<file path="src/rtl/ingress_int_ctrl.sv">
// ingress_int_ctrl: ingress interrupt controller.
// Captures rising edges on NUM_SRC event sources into sticky STATUS bits,
// masks them per source and drives one level interrupt. After the interrupt
// drops, a programmable holdoff window keeps it low to limit interrupt storms.
// Registers are reached over a simple one-cycle config port with a two-edge
// read pipeline.
// Optional feature: define INGRESS_INT_COUNT_EN to build the saturating
// INT_COUNT register at address 4. Without it, address 4 reads 0.
module ingress_int_ctrl #(
  parameter int NUM_SRC     = 16,
  parameter int HOLDOFF_W   = 8,
  parameter int HOLDOFF_RST = 16
) (
  input  logic               clock,
  input  logic               reset_n,
  input  logic [NUM_SRC-1:0] src_event,
  input  logic               cfg_wr_en,
  input  logic               cfg_rd_en,
  input  logic [2:0]         cfg_addr,
  input  logic [NUM_SRC-1:0] cfg_wdata,
  output logic [NUM_SRC-1:0] cfg_rdata,
  output logic               cfg_rd_valid,
  output logic               ingress_int_wire
);

  localparam logic [2:0] ADDR_STATUS  = 3'd0;
  localparam logic [2:0] ADDR_MASK    = 3'd1;
  localparam logic [2:0] ADDR_HOLDOFF = 3'd2;
  localparam logic [2:0] ADDR_FORCE   = 3'd3;
  localparam logic [2:0] ADDR_COUNT   = 3'd4;

  typedef enum logic [1:0] {
    ST_IDLE,
    ST_ASSERT,
    ST_HOLD
  } state_t;

  logic [NUM_SRC-1:0]   src_q;
  logic [NUM_SRC-1:0]   status_q;
  logic [NUM_SRC-1:0]   mask_q;
  logic [HOLDOFF_W-1:0] holdoff_q;
  logic [HOLDOFF_W-1:0] hold_cnt_q;
  logic [HOLDOFF_W-1:0] hold_cnt_d;
  state_t               state_q;
  state_t               state_d;

  logic [NUM_SRC-1:0]   rise;
  logic [NUM_SRC-1:0]   w1c;
  logic [NUM_SRC-1:0]   force_set;
  logic [NUM_SRC-1:0]   rd_word;
  logic [NUM_SRC-1:0]   count_rd;
  logic [NUM_SRC-1:0]   rd_stage_q;
  logic                 rd_stage_vld_q;
  logic                 pending;
  logic                 wr_status;
  logic                 wr_mask;
  logic                 wr_holdoff;
  logic                 wr_force;

  assign wr_status  = cfg_wr_en && (cfg_addr == ADDR_STATUS);
  assign wr_mask    = cfg_wr_en && (cfg_addr == ADDR_MASK);
  assign wr_holdoff = cfg_wr_en && (cfg_addr == ADDR_HOLDOFF);
  assign wr_force   = cfg_wr_en && (cfg_addr == ADDR_FORCE);

  assign rise      = src_event & ~src_q;
  assign w1c       = wr_status ? cfg_wdata : '0;
  assign force_set = wr_force ? cfg_wdata : '0;

  // MASK only gates the interrupt; capture into STATUS is never masked.
  assign pending = |(status_q & ~mask_q);

  assign ingress_int_wire = (state_q == ST_ASSERT);

  // Edge history, sticky STATUS (a set beats a same-cycle W1C), MASK and HOLDOFF.
  always_ff @(posedge clock or negedge reset_n) begin
    if (!reset_n) begin
      src_q     <= '0;
      status_q  <= '0;
      mask_q    <= '1;
      holdoff_q <= HOLDOFF_W'(HOLDOFF_RST);
    end else begin
      // NOTE: non-blocking assignments make every register see pre-edge values, independent of statement order.
      src_q    <= src_event;
      status_q <= (status_q & ~w1c) | rise | force_set;
      if (wr_mask)    mask_q    <= cfg_wdata;
      if (wr_holdoff) holdoff_q <= HOLDOFF_W'(cfg_wdata);
    end
  end

  // Interrupt FSM next-state: assert on pending, then sit out the holdoff window.
  always_comb begin
    // NOTE: defaults first so every path assigns state_d and hold_cnt_d and no latch is inferred.
    state_d    = state_q;
    hold_cnt_d = hold_cnt_q;
    case (state_q)
      ST_IDLE: begin
        if (pending) state_d = ST_ASSERT;
      end
      ST_ASSERT: begin
        if (!pending) begin
          hold_cnt_d = holdoff_q;
          state_d    = (holdoff_q == '0) ? ST_IDLE : ST_HOLD;
        end
      end
      ST_HOLD: begin
        // pending is deliberately ignored until the window expires
        if (hold_cnt_q == HOLDOFF_W'(1)) state_d = ST_IDLE;
        else                             hold_cnt_d = hold_cnt_q - 1'b1;
      end
      default: state_d = ST_IDLE;
    endcase
  end

  // Interrupt FSM state and holdoff counter registers.
  always_ff @(posedge clock or negedge reset_n) begin
    if (!reset_n) begin
      state_q    <= ST_IDLE;
      hold_cnt_q <= '0;
    end else begin
      state_q    <= state_d;
      hold_cnt_q <= hold_cnt_d;
    end
  end

`ifdef INGRESS_INT_COUNT_EN
  logic [15:0] int_count_q;
  logic        wr_count;

  assign wr_count = cfg_wr_en && (cfg_addr == ADDR_COUNT);
  assign count_rd = NUM_SRC'(int_count_q);

  // Saturating count of IDLE->ASSERT transitions; a write clears it and beats an increment.
  always_ff @(posedge clock or negedge reset_n) begin
    if (!reset_n) begin
      int_count_q <= '0;
    end else if (wr_count) begin
      int_count_q <= '0;
    end else if ((state_q == ST_IDLE) && (state_d == ST_ASSERT) && (int_count_q != 16'hFFFF)) begin
      int_count_q <= int_count_q + 16'd1;
    end
  end
`else
  assign count_rd = '0;
`endif

  // Read mux on registered state; FORCE and reserved addresses read as zero.
  always_comb begin
    rd_word = '0;
    case (cfg_addr)
      ADDR_STATUS:  rd_word = status_q;
      ADDR_MASK:    rd_word = mask_q;
      ADDR_HOLDOFF: rd_word = NUM_SRC'(holdoff_q);
      ADDR_COUNT:   rd_word = count_rd;
      default:      rd_word = '0;
    endcase
  end

  // Read pipeline: capture at the rd_en edge (so a same-cycle write is not seen), present one edge later.
  always_ff @(posedge clock or negedge reset_n) begin
    if (!reset_n) begin
      rd_stage_vld_q <= 1'b0;
      rd_stage_q     <= '0;
      cfg_rd_valid   <= 1'b0;
      cfg_rdata      <= '0;
    end else begin
      rd_stage_vld_q <= cfg_rd_en;
      cfg_rd_valid   <= rd_stage_vld_q;
      if (cfg_rd_en)      rd_stage_q <= rd_word;
      if (rd_stage_vld_q) cfg_rdata  <= rd_stage_q;
    end
  end

endmodule
</file>
<file path="config.mk">
export PLATFORM = sky130hd
export DESIGN_NAME = ingress_int_ctrl
export DESIGN_NICKNAME = d
export VERILOG_FILES = /design/src/rtl/ingress_int_ctrl.sv
export SDC_FILE = /design/constraint.sdc
export NUM_CORES = 1
export LEC_CHECK = 0
export CAP_MARGIN = 20
export CORE_MARGIN = 10
export CORE_UTILIZATION = 40
export CTS_CLUSTER_DIAMETER = 80
export DETAILED_ROUTE_END_ITERATION = 8
export PLACE_DENSITY_LB_ADDON = 0.2
export SLEW_MARGIN = 10
export SYNTH_ARGS = -nofsm -noshare
export SYNTH_HDL_FRONTEND = slang
export SYNTH_SLANG_ARGS = --single-unit
</file>
<file path="constraint.sdc">
create_clock -name clock -period 2 [get_ports clock]
set_input_delay 0.3 -clock clock [delete_from_list [all_inputs] [get_ports clock]]
set_output_delay 0.3 -clock clock [all_outputs]
set_load 0.1 [all_outputs]
</file>
**Word-level counts from Yosys, hierarchy flattened**

Index checks and enable logic that the tools add are counted.

- Register bits after elaboration: 100
- Input bits: 39
- Output and inout port bits: 18
- Logic and storage cells: 51

- Add/sub/neg operators: 1
- Equal/unequal tests: 10
- Muxes and demuxes: 11
- Bitwise logic cells: 8
- Reduce and logical (&&, ||, !) cells: 11

Operators by type and width:

| cell | number |
|---|---|
| 16-bit AND | 3 |
| 16-bit NOT | 3 |
| 16-bit one-hot mux with 3 select lines | 1 |
| 16-bit 2-to-1 mux | 2 |
| 16-bit bitwise OR | 2 |
| 8-bit 2-to-1 mux | 2 |
| 8-bit one-hot mux with 2 select lines | 1 |
| 16-bit OR reduction | 1 |
| 8-bit by 1-bit == test with 1-bit output (second input constant) | 1 |
| 8-bit zero test | 1 |
| 2-bit 2-to-1 mux | 4 |
| 2-bit != test (second input constant) | 4 |
| 8-bit by 1-bit subtractor with 8-bit output (second input constant) | 1 |
| 3-bit by 2-bit == test with 1-bit output (second input constant) | 2 |
| 2-bit one-hot mux with 3 select lines | 1 |
| 3-bit AND reduction | 2 |
| 1-bit logical AND | 4 |
| 3-bit by 1-bit == test with 1-bit output (second input constant) | 1 |
| 3-bit zero test | 1 |
| 2-bit by 1-bit == test with 1-bit output (second input constant) | 1 |
| 2-bit == test (second input constant) | 1 |
| 2-bit zero test | 1 |
| 2-bit nonzero test | 1 |

**Longest topological paths before layout**

- Word-level depth: 7
- Mapped depth: 8
- Gate-level depth less buffers: 8

**Worst setup path after synthesis**

No wires, ideal clock.

- Kind: register -> register
- From: register state_q[1]
- To: register hold_cnt_q[6]
- Library setup time: 0.083 ns
- Data arrival time: 2.160 ns
- Data required time: 1.917 ns
- Slack: -0.243 ns
- Cell stages (with the launch flop): 8
- Buffers on the path: 1
- Path through: dfrtp_1 inv_1 ha_1 inv_1 o21ai_2 clkbuf_1 o21ai_0 o21ai_0

- Longest elaborated chain between the ends: 3
- Elaborated cells on any way between the ends: 7
- Classes of those cells: eq/ne (4); mux (1); reduce/logical (2)

RTL lines:

| element | RTL line | text |
|---|---|---|
| start, declared | 44 | `state_t state_q;` |
| start signal, assigned | 120 | `state_q <= state_d;` |
| 2-bit by 1-bit == test with 1-bit output * | -- |  |
| named net ingress_int_wire | 23 | `output logic ingress_int_wire` |
| 2-bit != test (no line) / 2-bit nonzero test (equally long branches) | -- |  |
| 3-bit AND reduction (no line) | -- |  |
| end signal, assigned | 121 | `hold_cnt_q <= hold_cnt_d;` |
| end, declared | 42 | `logic [HOLDOFF_W-1:0] hold_cnt_q;` |

The timed path passes the listed nets; every way through them passes the cells marked *.
A chain may end at the register's enable or synchronous reset.

**Final worst setup path**

- From: register mask_q[13]
- To: register state_q[0]

- Longest elaborated chain between the ends: 5
- Elaborated cells on any way between the ends: 6
- Classes of those cells: eq/ne (2); bitwise (2); reduce/logical (2)

RTL lines:

| element | RTL line | text |
|---|---|---|
| start, declared | 40 | `logic [NUM_SRC-1:0] mask_q;` |
| start signal, assigned | 85 | `if (wr_mask) mask_q <= cfg_wdata;` |
| 16-bit NOT * | 70 | `assign pending = \|(status_q & ~mask_q);` |
| 16-bit AND * | 70 |  |
| 16-bit OR reduction * | 70 |  |
| 2-bit != test (no line) | -- |  |
| 3-bit AND reduction (no line) * | -- |  |

Every way passes the cells marked *; elsewhere a longest branch is shown, timed or not.

==> results.json <==
{
  "status": "complete, no violations",
  "critical_path.endpoint_type": "register",
  "period_needed_ns": 1.85,
  "worstPathRequired_ns": 2.25,
  "place.gp.congestion": 0.806,
  "clk_path_buf_depth": 2,
  "leakagePower_uw": 0.00237,
  "grt_use_total_pct": 12.8,
  "finalHoldViolCount": 0,
  "synth.area.top_cells": "dfrtp_1 (47%), mux2_2 (10%), dfstp_2 (10%)",
  "final_cell_mix": "dfrtp_1 (83), mux2_2 (40), clkdlybuf4s50_1 (37)",
  "htree_num_levels": 3,
  "syn_to_final_growth_pct": 24.4,
  "dieArea_um2": 15600,
  "yosys_warnings": 0,
  "rsz0062_at_grt": "no",
  "floorplan.initialDensity_pct": 40.8,
  "drive_gt1_share_pct": 26.2,
  "ant_nets": 0,
  "grt_pass1_wl_um": 16500,
  "clkSinkCount": 100,
  "tightest_slew_ns": 0.657,
  "crit_fanout": 5,
  "synthCells": 371,
  "overflow": 0,
  "synth_top_area_share_pct": 47.2,
  "antenna_found_initial": 0,
  "grt_max_degree": 40,
  "finalCritPeriodShare_pct": 92.4,
  "coreArea_um2": 10800,
  "timing.fmax_mhz": 541,
  "grt_pass1_vias": 3140,
  "holdWs_ns": 0.383,
  "drt-pass1-iter-count": 4,
  "postCtsSetupBuffers": 0,
  "drv_slew": 0,
  "final_design_area_no_fill_um2": 5470,
  "path_class": "reg2reg",
  "clock-skew-final_ns": 0.0115,
  "syn_area_per_cell_um2": 11.9,
  "drtIter0Drc": 258,
  "cts_tree": "done",
  "crit_path_start_kind": "register",
  "yosysSeqAreaShare_pct": 57.4,
  "slew_headroom_pct": 56.2,
  "place_area_um2": 5210,
  "drc": 0,
  "io_pins": 57,
  "routedWlPerCell_um": 16.7,
  "cts_made_buffers": 9,
  "root_buffer": "clkbuf_8",
  "antenna_cells": 0,
  "maxCapViolCount": 0,
  "synth-seq-cells": 100,
  "drt_wl_total_um": 9830,
  "netlist_area_um2": 4400,
  "routed-via-count": 3066,
  "port_buffers": 56,
  "dpl.hpwl_um": 7290,
  "arrival_ns": 2.09,
  "worstHoldPathType": "in2reg",
  "synth_area_leader_cell": "dfrtp_1",
  "finalSetupViolations": 0,
  "utilization_pct": 50.7,
  "syn-num-nets": 415,
  "powerDensity_nw_per_um2": 1040,
  "clkLatencyLatePin_ns": 0.37,
  "synth_cell_type_count": 37,
  "rows": 38,
  "final_net_count": 486,
  "avgViaCountPerCell": 5.22,
  "path_clk_slew_ns": 0.10,
  "ir_drop_v": 0.000460,
  "power_uw": 5700,
  "die_h_um": 125,
  "floorplan.die.width_um": 125,
  "final_common_cell": "dfrtp_1",
  "tns_ns": 0
}
## worst max-delay path: stages (launching register included)
cell       delay (ns)
dfstp_2          0.55
nand2b_1         0.12
o2111ai_2        0.17
nor4_4           0.39
buf_4            0.20
nor2_1           0.05
o21ai_0          0.17
nand2_1          0.08
## synth_stat cells, drive strengths merged
| library cell | n |
|---|---|
| a211o | 1 |
| a211oi | 1 |
| a21oi | 18 |
| a221o | 16 |
| a22oi | 1 |
| a2bb2oi | 1 |
| a31oi | 1 |
| a32oi | 2 |
| buf | 4 |
| clkbuf | 9 |
| dfrtp | 83 |
| dfstp | 17 |
| ha | 5 |
| inv | 28 |
| mux2 | 40 |
| mux2i | 16 |
| nand2 | 21 |
| nand2b | 15 |
| nand3 | 3 |
| nand3b | 1 |
| nor2 | 21 |
| nor2b | 17 |
| nor3 | 5 |
| nor4 | 4 |
| o2111ai | 4 |
| o211ai | 1 |
| o21ai | 17 |
| o22a | 1 |
| o22ai | 17 |
| or4 | 1 |
## stage by stage
stage / setup slack, ns / cells
finish: 0.152 / 587
global route: 0.00600 / 587
CTS: 0.102 / 587
detailed placement: 0.0930 / 570
global placement: 0.130 / 570
floorplan: 0.0994 / 371
## routing by layer
metal,GRT usage [%],wire (um)
met4,4.13,118
met1,17.6,4930
met3,3.49,390
met5,0,0
met2,19.1,4390
## power by group
group / switching, uW / internal, uW / leakage [uW]
sequential: 254 / 2370 / 0.00117
clock: 703 / 875 / 0.000125
combinational: 902 / 590 / 0.00107
## cell type report
class | count | area [um^2]
clock buffer | 11 | 141
clock inverter | 5 | 108
fill | 983 | 5320
inverter | 28 | 105
multi-input combinational | 230 | 1730
sequential | 100 | 2520
tap | 140 | 175
timing repair buffer | 73 | 693
## final timing paths
kind                                               start                        to  slack (ns)  cells past startpoint
worst max-delay path              mask_q[13]$_DFFE_PN1P_    state_q[0]$_DFFE_PN0P_        0.15                      7
worst min-delay path                        src_event[8]        src_q[8]$_DFF_PN0_        0.38                      1
worst max register to register    mask_q[13]$_DFFE_PN1P_    state_q[0]$_DFFE_PN0P_        0.15                      7
worst min register to register  cfg_rdata[2]$_DFFE_PN0P_  cfg_rdata[2]$_DFFE_PN0P_        0.51                      1
max in group asynchronous                        reset_n    mask_q[13]$_DFFE_PN1P_        0.86                      3
min in group asynchronous                        reset_n       src_q[15]$_DFF_PN0_        0.44                      2
## cell families (layout without fill, tap and decap cells)
logic type	Yosys count	in the layout	synth area share, %
AND/OR/NAND/NOR	88	88	10.9
adder cells (fa/ha/maj)	5	5	1.42
AO/OA/AOI/OAI	81	81	12.8
flip-flops	100	100	57.4
buffers and inverters	41	117	3.58
multiplexers	56	56	13.9
## sequential cells by signal, indices dropped and copies added (netlist names)
name            flops
status_q           16
cfg_rdata          16
hold_cnt_q          8
rd_stage_vld_q      1
mask_q             16
rd_stage_q         16
state_q             2
src_q              16
holdoff_q           8
cfg_rd_valid        1
## timing repair
item,4_1_cts,5_1_grt
hold buffers,1,0
setup endpoints to repair,0,2
hold endpoints to repair,28,0
resized for setup,0,1
Note: power is estimated with default switching activity, not from simulation.
